===== src/rtl/tt_um_kb2ghz_xalu_seq_pkg.sv =====
// Purpose: shared constants and types for the nibble-serial 16-bit ALU sequencer.
// Latency: n/a (definitions only).
// Backpressure: n/a.
package tt_um_kb2ghz_xalu_seq_pkg;

    // ALU function codes (command byte bits [2:0])
    localparam logic [2:0] F_ADD   = 3'd0;
    localparam logic [2:0] F_AND   = 3'd1;
    localparam logic [2:0] F_OR    = 3'd2;
    localparam logic [2:0] F_XOR   = 3'd3;
    localparam logic [2:0] F_PASSA = 3'd4;
    localparam logic [2:0] F_PASSB = 3'd5;
    localparam logic [2:0] F_SHR   = 3'd6;
    localparam logic [2:0] F_SHL   = 3'd7;

    // Operand byte write addresses
    localparam logic [1:0] WA_A_LO = 2'd0;
    localparam logic [1:0] WA_A_HI = 2'd1;
    localparam logic [1:0] WA_B_LO = 2'd2;
    localparam logic [1:0] WA_B_HI = 2'd3;

    // Number of 4-bit passes needed for a 16-bit operation
    localparam int NIBBLES = 4;

    typedef enum logic [1:0] {
        ST_IDLE = 2'd0,
        ST_RUN  = 2'd1,
        ST_DONE = 2'd2
    } state_t;

    // Command fields captured on an accepted start
    typedef struct packed {
        logic [2:0] f;
        logic       com;
        logic       cin;
    } cmd_t;

endpackage


===== src/rtl/tt_um_kb2ghz_xalu_seq_alu_slice4.sv =====
// Purpose: 4-bit ALU slice with left/right carry ports for chaining nibbles.
// Latency: purely combinational.
// Backpressure: none.
// Ports: a/b nibbles, f opcode, com (invert result), ci_left/ci_right carry-ins;
//        d result, co_left/co_right carry-outs, equ (a==b), zero (d==0),
//        neg_zero (d all ones, i.e. zero once inverted).
module alu_slice4
    import tt_um_kb2ghz_xalu_seq_pkg::*;
(
    input  logic [3:0] a,
    input  logic [3:0] b,
    input  logic [2:0] f,
    input  logic       com,
    input  logic       ci_left,
    input  logic       ci_right,
    output logic [3:0] d,
    output logic       co_left,
    output logic       co_right,
    output logic       equ,
    output logic       zero,
    output logic       neg_zero
);

    logic [3:0] d_raw;

    // Carries come from the raw operation; COM only inverts the data nibble.
    always_comb begin
        d_raw    = 4'h0;
        co_left  = 1'b0;
        co_right = 1'b0;
        case (f)
            F_ADD:   {co_left, d_raw} = {1'b0, a} + {1'b0, b} + {4'h0, ci_right};
            F_AND:   d_raw = a & b;
            F_OR:    d_raw = a | b;
            F_XOR:   d_raw = a ^ b;
            F_PASSA: d_raw = a;
            F_PASSB: d_raw = b;
            F_SHR: begin
                d_raw    = {ci_left, a[3:1]};
                co_right = a[0];
            end
            F_SHL: begin
                d_raw   = {a[2:0], ci_right};
                co_left = a[3];
            end
            default: d_raw = 4'h0;
        endcase
    end

    assign d        = d_raw ^ {4{com}};
    assign equ      = (a == b);
    assign zero     = (d == 4'h0);
    assign neg_zero = (d == 4'hF);

endmodule


===== src/rtl/tt_um_kb2ghz_xalu_seq.sv =====
// Purpose: 16-bit ALU built from one 4-bit slice, run one nibble per cycle.
// Latency: result/flags valid on the 4th clock edge after the accepted start edge.
// Backpressure: busy is high while running; start and operand writes are ignored then.
// Ports: ui_in operand/command byte; uio_in {start, wr, addr/readsel, unused};
//        uo_out selected result byte; uio_out {0000, zero, carry, done, busy};
//        uio_oe fixed 8'h0F; ena gates all state updates.
module tt_um_kb2ghz_xalu_seq
    import tt_um_kb2ghz_xalu_seq_pkg::*;
(
    input  logic       clk,
    input  logic       rst_n,
    input  logic       ena,
    input  logic [7:0] ui_in,
    output logic [7:0] uo_out,
    input  logic [7:0] uio_in,
    output logic [7:0] uio_out,
    output logic [7:0] uio_oe
);

    localparam logic [1:0] CNT_LAST = 2'(NIBBLES - 1);

    state_t      state, state_nxt;
    logic        busy, done;
    logic [1:0]  cnt;
    cmd_t        cmd;
    logic [15:0] op_a, op_b, acc, acc_next, result;
    logic        chain, carry, zero_acc, zero_q;

    logic        start, wr;
    logic [1:0]  nib_idx;
    logic [3:0]  s_d;
    logic        s_co_left, s_co_right, s_equ, s_zero, s_neg_zero, chain_next;
    logic        last;

    assign start = uio_in[7];
    assign wr    = uio_in[6];
    assign last  = (state == ST_RUN) && (cnt == CNT_LAST);

    // ---------------- FSM: state register ----------------
    always_ff @(posedge clk or negedge rst_n) begin
        if (!rst_n) state <= ST_IDLE;
        else        state <= state_nxt;
    end

    // ---------------- FSM: next state ----------------
    always_comb begin
        state_nxt = state;
        if (ena) begin
            case (state)
                ST_IDLE, ST_DONE: if (start) state_nxt = ST_RUN;
                ST_RUN:           if (last)  state_nxt = ST_DONE;
                default:          state_nxt = ST_IDLE;
            endcase
        end
    end

    // ---------------- FSM: outputs ----------------
    always_comb begin
        busy = (state == ST_RUN);
        done = (state == ST_DONE);
    end

    // SHR walks nibbles MSB-first so the shifted-out bit feeds the next lower nibble.
    assign nib_idx    = (cmd.f == F_SHR) ? (CNT_LAST - cnt) : cnt;
    assign chain_next = (cmd.f == F_SHR) ? s_co_right : s_co_left;

    alu_slice4 u_slice (
        .a        (op_a[{nib_idx, 2'b00} +: 4]),
        .b        (op_b[{nib_idx, 2'b00} +: 4]),
        .f        (cmd.f),
        .com      (cmd.com),
        .ci_left  ((cmd.f == F_SHR) ? chain : 1'b0),
        .ci_right ((cmd.f == F_SHR) ? 1'b0 : chain),
        .d        (s_d),
        .co_left  (s_co_left),
        .co_right (s_co_right),
        .equ      (s_equ),
        .zero     (s_zero),
        .neg_zero (s_neg_zero)
    );

    always_comb begin
        acc_next = acc;
        acc_next[{nib_idx, 2'b00} +: 4] = s_d;
    end

    // Nibbles build up in acc; result/carry/zero only change when the last one lands,
    // so the previous result stays readable for the whole run.
    always_ff @(posedge clk or negedge rst_n) begin
        if (!rst_n) begin
            op_a     <= 16'h0;
            op_b     <= 16'h0;
            cmd      <= '0;
            cnt      <= 2'd0;
            acc      <= 16'h0;
            chain    <= 1'b0;
            zero_acc <= 1'b0;
            result   <= 16'h0;
            carry    <= 1'b0;
            zero_q   <= 1'b0;
        end else if (ena) begin
            if (state != ST_RUN) begin
                if (start) begin
                    cmd      <= '{f: ui_in[2:0], com: ui_in[3], cin: ui_in[4]};
                    cnt      <= 2'd0;
                    chain    <= ui_in[4];
                    zero_acc <= 1'b1;
                end else if (wr) begin
                    case (uio_in[5:4])
                        WA_A_LO: op_a[7:0]  <= ui_in;
                        WA_A_HI: op_a[15:8] <= ui_in;
                        WA_B_LO: op_b[7:0]  <= ui_in;
                        WA_B_HI: op_b[15:8] <= ui_in;
                        default: ;
                    endcase
                end
            end else begin
                acc      <= acc_next;
                chain    <= chain_next;
                zero_acc <= zero_acc & s_zero;
                cnt      <= cnt + 2'd1;
                if (last) begin
                    result <= acc_next;
                    carry  <= chain_next;
                    zero_q <= zero_acc & s_zero;
                end
            end
        end
    end

    assign uo_out  = uio_in[4] ? result[15:8] : result[7:0];
    assign uio_out = {4'h0, zero_q, carry, done, busy};
    assign uio_oe  = 8'h0F;

    logic unused_ok;
    assign unused_ok = &{1'b0, uio_in[3:0], ui_in[7:5], s_equ, s_neg_zero, cmd.cin};

endmodule


===== config.mk =====
export PLATFORM = sky130hd
export DESIGN_NAME = tt_um_kb2ghz_xalu_seq
export DESIGN_NICKNAME = d
export VERILOG_FILES = /design/src/rtl/tt_um_kb2ghz_xalu_seq_pkg.sv /design/src/rtl/tt_um_kb2ghz_xalu_seq_alu_slice4.sv /design/src/rtl/tt_um_kb2ghz_xalu_seq.sv
export SDC_FILE = /design/constraint.sdc
export NUM_CORES = 1
export LEC_CHECK = 0
export ABC_AREA = 1
export BUFFER_PORTS_ARGS = -buffer_cell sky130_fd_sc_hd__buf_2
export CAP_MARGIN = 10
export CORE_MARGIN = 5
export CORE_UTILIZATION = 60
export CTS_CLUSTER_SIZE = 30
export DETAILED_ROUTE_END_ITERATION = 7
export GPL_TIMING_DRIVEN = 0
export MAX_ROUTING_LAYER = met4
export PLACE_DENSITY = 0.8
export SLEW_MARGIN = 10
export SYNTH_ARGS = -nofsm -noshare
export SYNTH_HDL_FRONTEND = slang
export SYNTH_HIERARCHICAL = 1
export SYNTH_SLANG_ARGS = --single-unit

===== constraint.sdc =====
create_clock -name clk -period 3.59 [get_ports clk]
set_input_delay 0 -clock clk [delete_from_list [all_inputs] [get_ports clk]]
set_output_delay 0 -clock clk [all_outputs]
set_load 0.02 [all_outputs]

==> run_results.csv <==
group,metric,value,unit
power_and_ir_drop,peakVddDrop,0.000509,V
setup_path,cp_slowest_cell,"dfrtp_2",
timing,clock.fmax,298,MHz
drt,wl_per_cell,14.2,microns
drt,route.detailed.drc,0,
floorplan,num_rows,32,
setup_path,crit_path_end_kind,"flip-flop",
timing,hold_viol,0,
timing,clock-skew-final,0.00796,ns
drt,vias,4339,
timing,holdWs,0.00627,ns
floorplan,die-area,9670,sq um
floorplan,die_w,98.4,microns
floorplan,die_height,98.4,microns
place,place_area,5010,sq um
power_and_ir_drop,p_leak,2.97,nW
finish,stdcell_area,5380,sq um
place,hpwl,8420,microns
place,place.gp.congestion,0.956,
setup_path,arrival,3.66,ns
timing,period_needed,3.35,ns
floorplan,io_pins,43,
finish,syn_to_final_growth,14.8,%
global_routing,grt_pass1_vias,4068,
finish,stdcell_count,811,
global_routing,grt_max_degree,48,
setup_path,worstSetupStartpointType,"flip-flop",
cts,root_buffer,"clkbuf_8",
synth,syn_area_per_cell,7.25,sq um
drt,wl,11500,microns
setup_path,cp_max_fo,10,
cts,clk_latency,0.36,ns
finish,antenna_cells,0,
synth,synth_warnings,6,
global_routing,grt_antenna_before_repair,0,
setup_path,crit_buf_inv,3,
setup_path,critPathKind,"reg -> reg",
finish,final_nets,734,
timing,slew_violations,0,
min_path,hp-class,"in -> reg",
drt,final_antenna_net_count,0,
cts,cts_made_buffers,9,
place,placement.io_buffers,26,
cts,cts_tree,"done",
cts,clock-sinks,76,
global_routing,grt_busiest_layer,"met2",
global_routing,globalRouteOverflowTotal,0,
drt,drt_iter0_drc,292,
global_routing,grt_pass1_wl,19800,microns
timing,setup_viol,0,
floorplan,coreArea,7650,sq um
timing,fin_crit_sh,93.4,%
global_routing,groute.layer.met3.usage,4.00,%
global_routing,grt_util_met1,36.4,%
status,status,"complete, no violations",
setup_path,critPathMaxStageDelay,0.46,ns
timing,rsz0062_at_grt,"no",
setup_path,required,3.89,ns
floorplan,initial_utilization,61.3,%
synth,syn_inst,646,
timing,tns,0,ns
setup_path,crit_chain,"buf_4 > nand4_1 > nand2_4 > buf_4 > nand2_1 > nand2_1 > nand2_1 > nand2_1 > fa_1 > inv_1 > fa_1 > or2_1 > nand3_1 > nand2_1 > nand2_1 > nand2_1 > nand3_1 > nand3_1 > nand2_1",
drt,firstDrtPassIters,5,
setup_path,cp_common_cell,"nand2_1",
cts,htree_levels,3,
cts,clockBufferDepth,2,
drt,viasPerCell,5.35,
cts,cts.clk_slew.worst_paths,0.08,ns
finish,drive_gt1_share,17.9,%
global_routing,use_met2,38.6,%
synth,syn-cell-area,4680,sq um
global_routing,track_usage,25.9,%
setup_path,crit_family,"simple AND/OR/NAND/NOR gates",
place,place_inst,785,
power_and_ir_drop,p_per_area,971,nW/um^2
flow_run,maxCapViolCount,0,
==> report_power, final <==
part | internal, W | switching (W)
clock network | 0.000489 | 0.000345
logic | 0.000985 | 0.00191
registers | 0.00124 | 0.000256
==> flip-flops by register name, summed over array words and instances (netlist names) <==
name,flops
acc,16
op_a,16
op_b,16
result,16
cmd,4
cnt,2
state,2
carry,1
chain,1
zero_acc,1
zero_q,1
==> tightest hold or removal path, delay by kind of cell <==
family / cells / cell delay [ns]
buffers and inverters: 2 / 0.16
AO/OA/AOI/OAI: 1 / 0.16
==> what timing repair did <==
item                                    in CTS  in global routing
hold buffers                                 7                  0
gates resized for setup                      1                  5
endpoints found under the setup margin       4                 18
cloned                                       0                  0
hold endpoints to repair                    93                  0
setup buffers                                0                  3
==> final cells by class <==
| class | count | area, sq um |
|---|---|---|
| Buffer | 41 | 298 |
| Fill cell | 641 | 2270 |
| Clock inverter | 6 | 119 |
| Sequential cell | 76 | 1900 |
| Multi-Input combinational cell | 480 | 2320 |
| Timing Repair Buffer | 37 | 253 |
| Tap cell | 102 | 128 |
| Inverter | 59 | 221 |
| Clock buffer | 10 | 138 |
==> cells in the final DEF, fill, tap and decap left out, types with 2 or more instances in the layout <==
master	count
inv_1	50
buf_4	24
clkinv_1	2
fa_1	2
clkbuf_8	10
nand2_2	10
nand2_1	259
dfrtp_2	2
nor2_2	4
a21oi_1	2
buf_6	7
o21ai_0	34
ha_1	9
bufinv_16	3
inv_2	7
nand3b_1	2
conb_1	12
dlygate4sd3_1	7
nand3_1	70
nand3_2	11
nand2_4	4
nor2_1	17
buf_2	38
o21ai_1	12
or2_1	2
nand4_1	22
dfrtp_1	74
==> metrics by stage <==
| stage | power, W | worst slack (ns) | util (%) |
|---|---|---|---|
| after floorplan | 0.00360 | 0.579 | - |
| after global placement | 0.00418 | 0.0488 | 65.1 |
| final | 0.00522 | 0.236 | 70.3 |
| after CTS | 0.00515 | 0.0311 | 69.8 |
| after detailed placement | 0.00430 | 0.00617 | 65.5 |
| after global routing | 0.00570 | 0.0228 | 70.3 |
==> worst paths after layout <==
check,start,endpoint,slack [ns],cells after the start
min in group asynchronous,rst_n,op_b[14],0.10,2
min reg2reg,carry,carry,0.49,2
max,cmd[4],result[9],0.24,19
min,ui_in[1],op_b[9],0.006,3
max in group asynchronous,rst_n,acc[3],2.92,3
max reg2reg,cmd[4],result[9],0.24,19
==> metal layers <==
layer | vias up | part of all wire [%] | wire, microns
met5 | - | 0 | 0
met4 | 0 | 2.2 | 256
met3 | 26 | 5.9 | 677
met2 | 149 | 46 | 5270
met1 | 2013 | 46 | 5300
li1 | 2151 | - | -
Note: power is estimated with default switching activity, not from simulation.
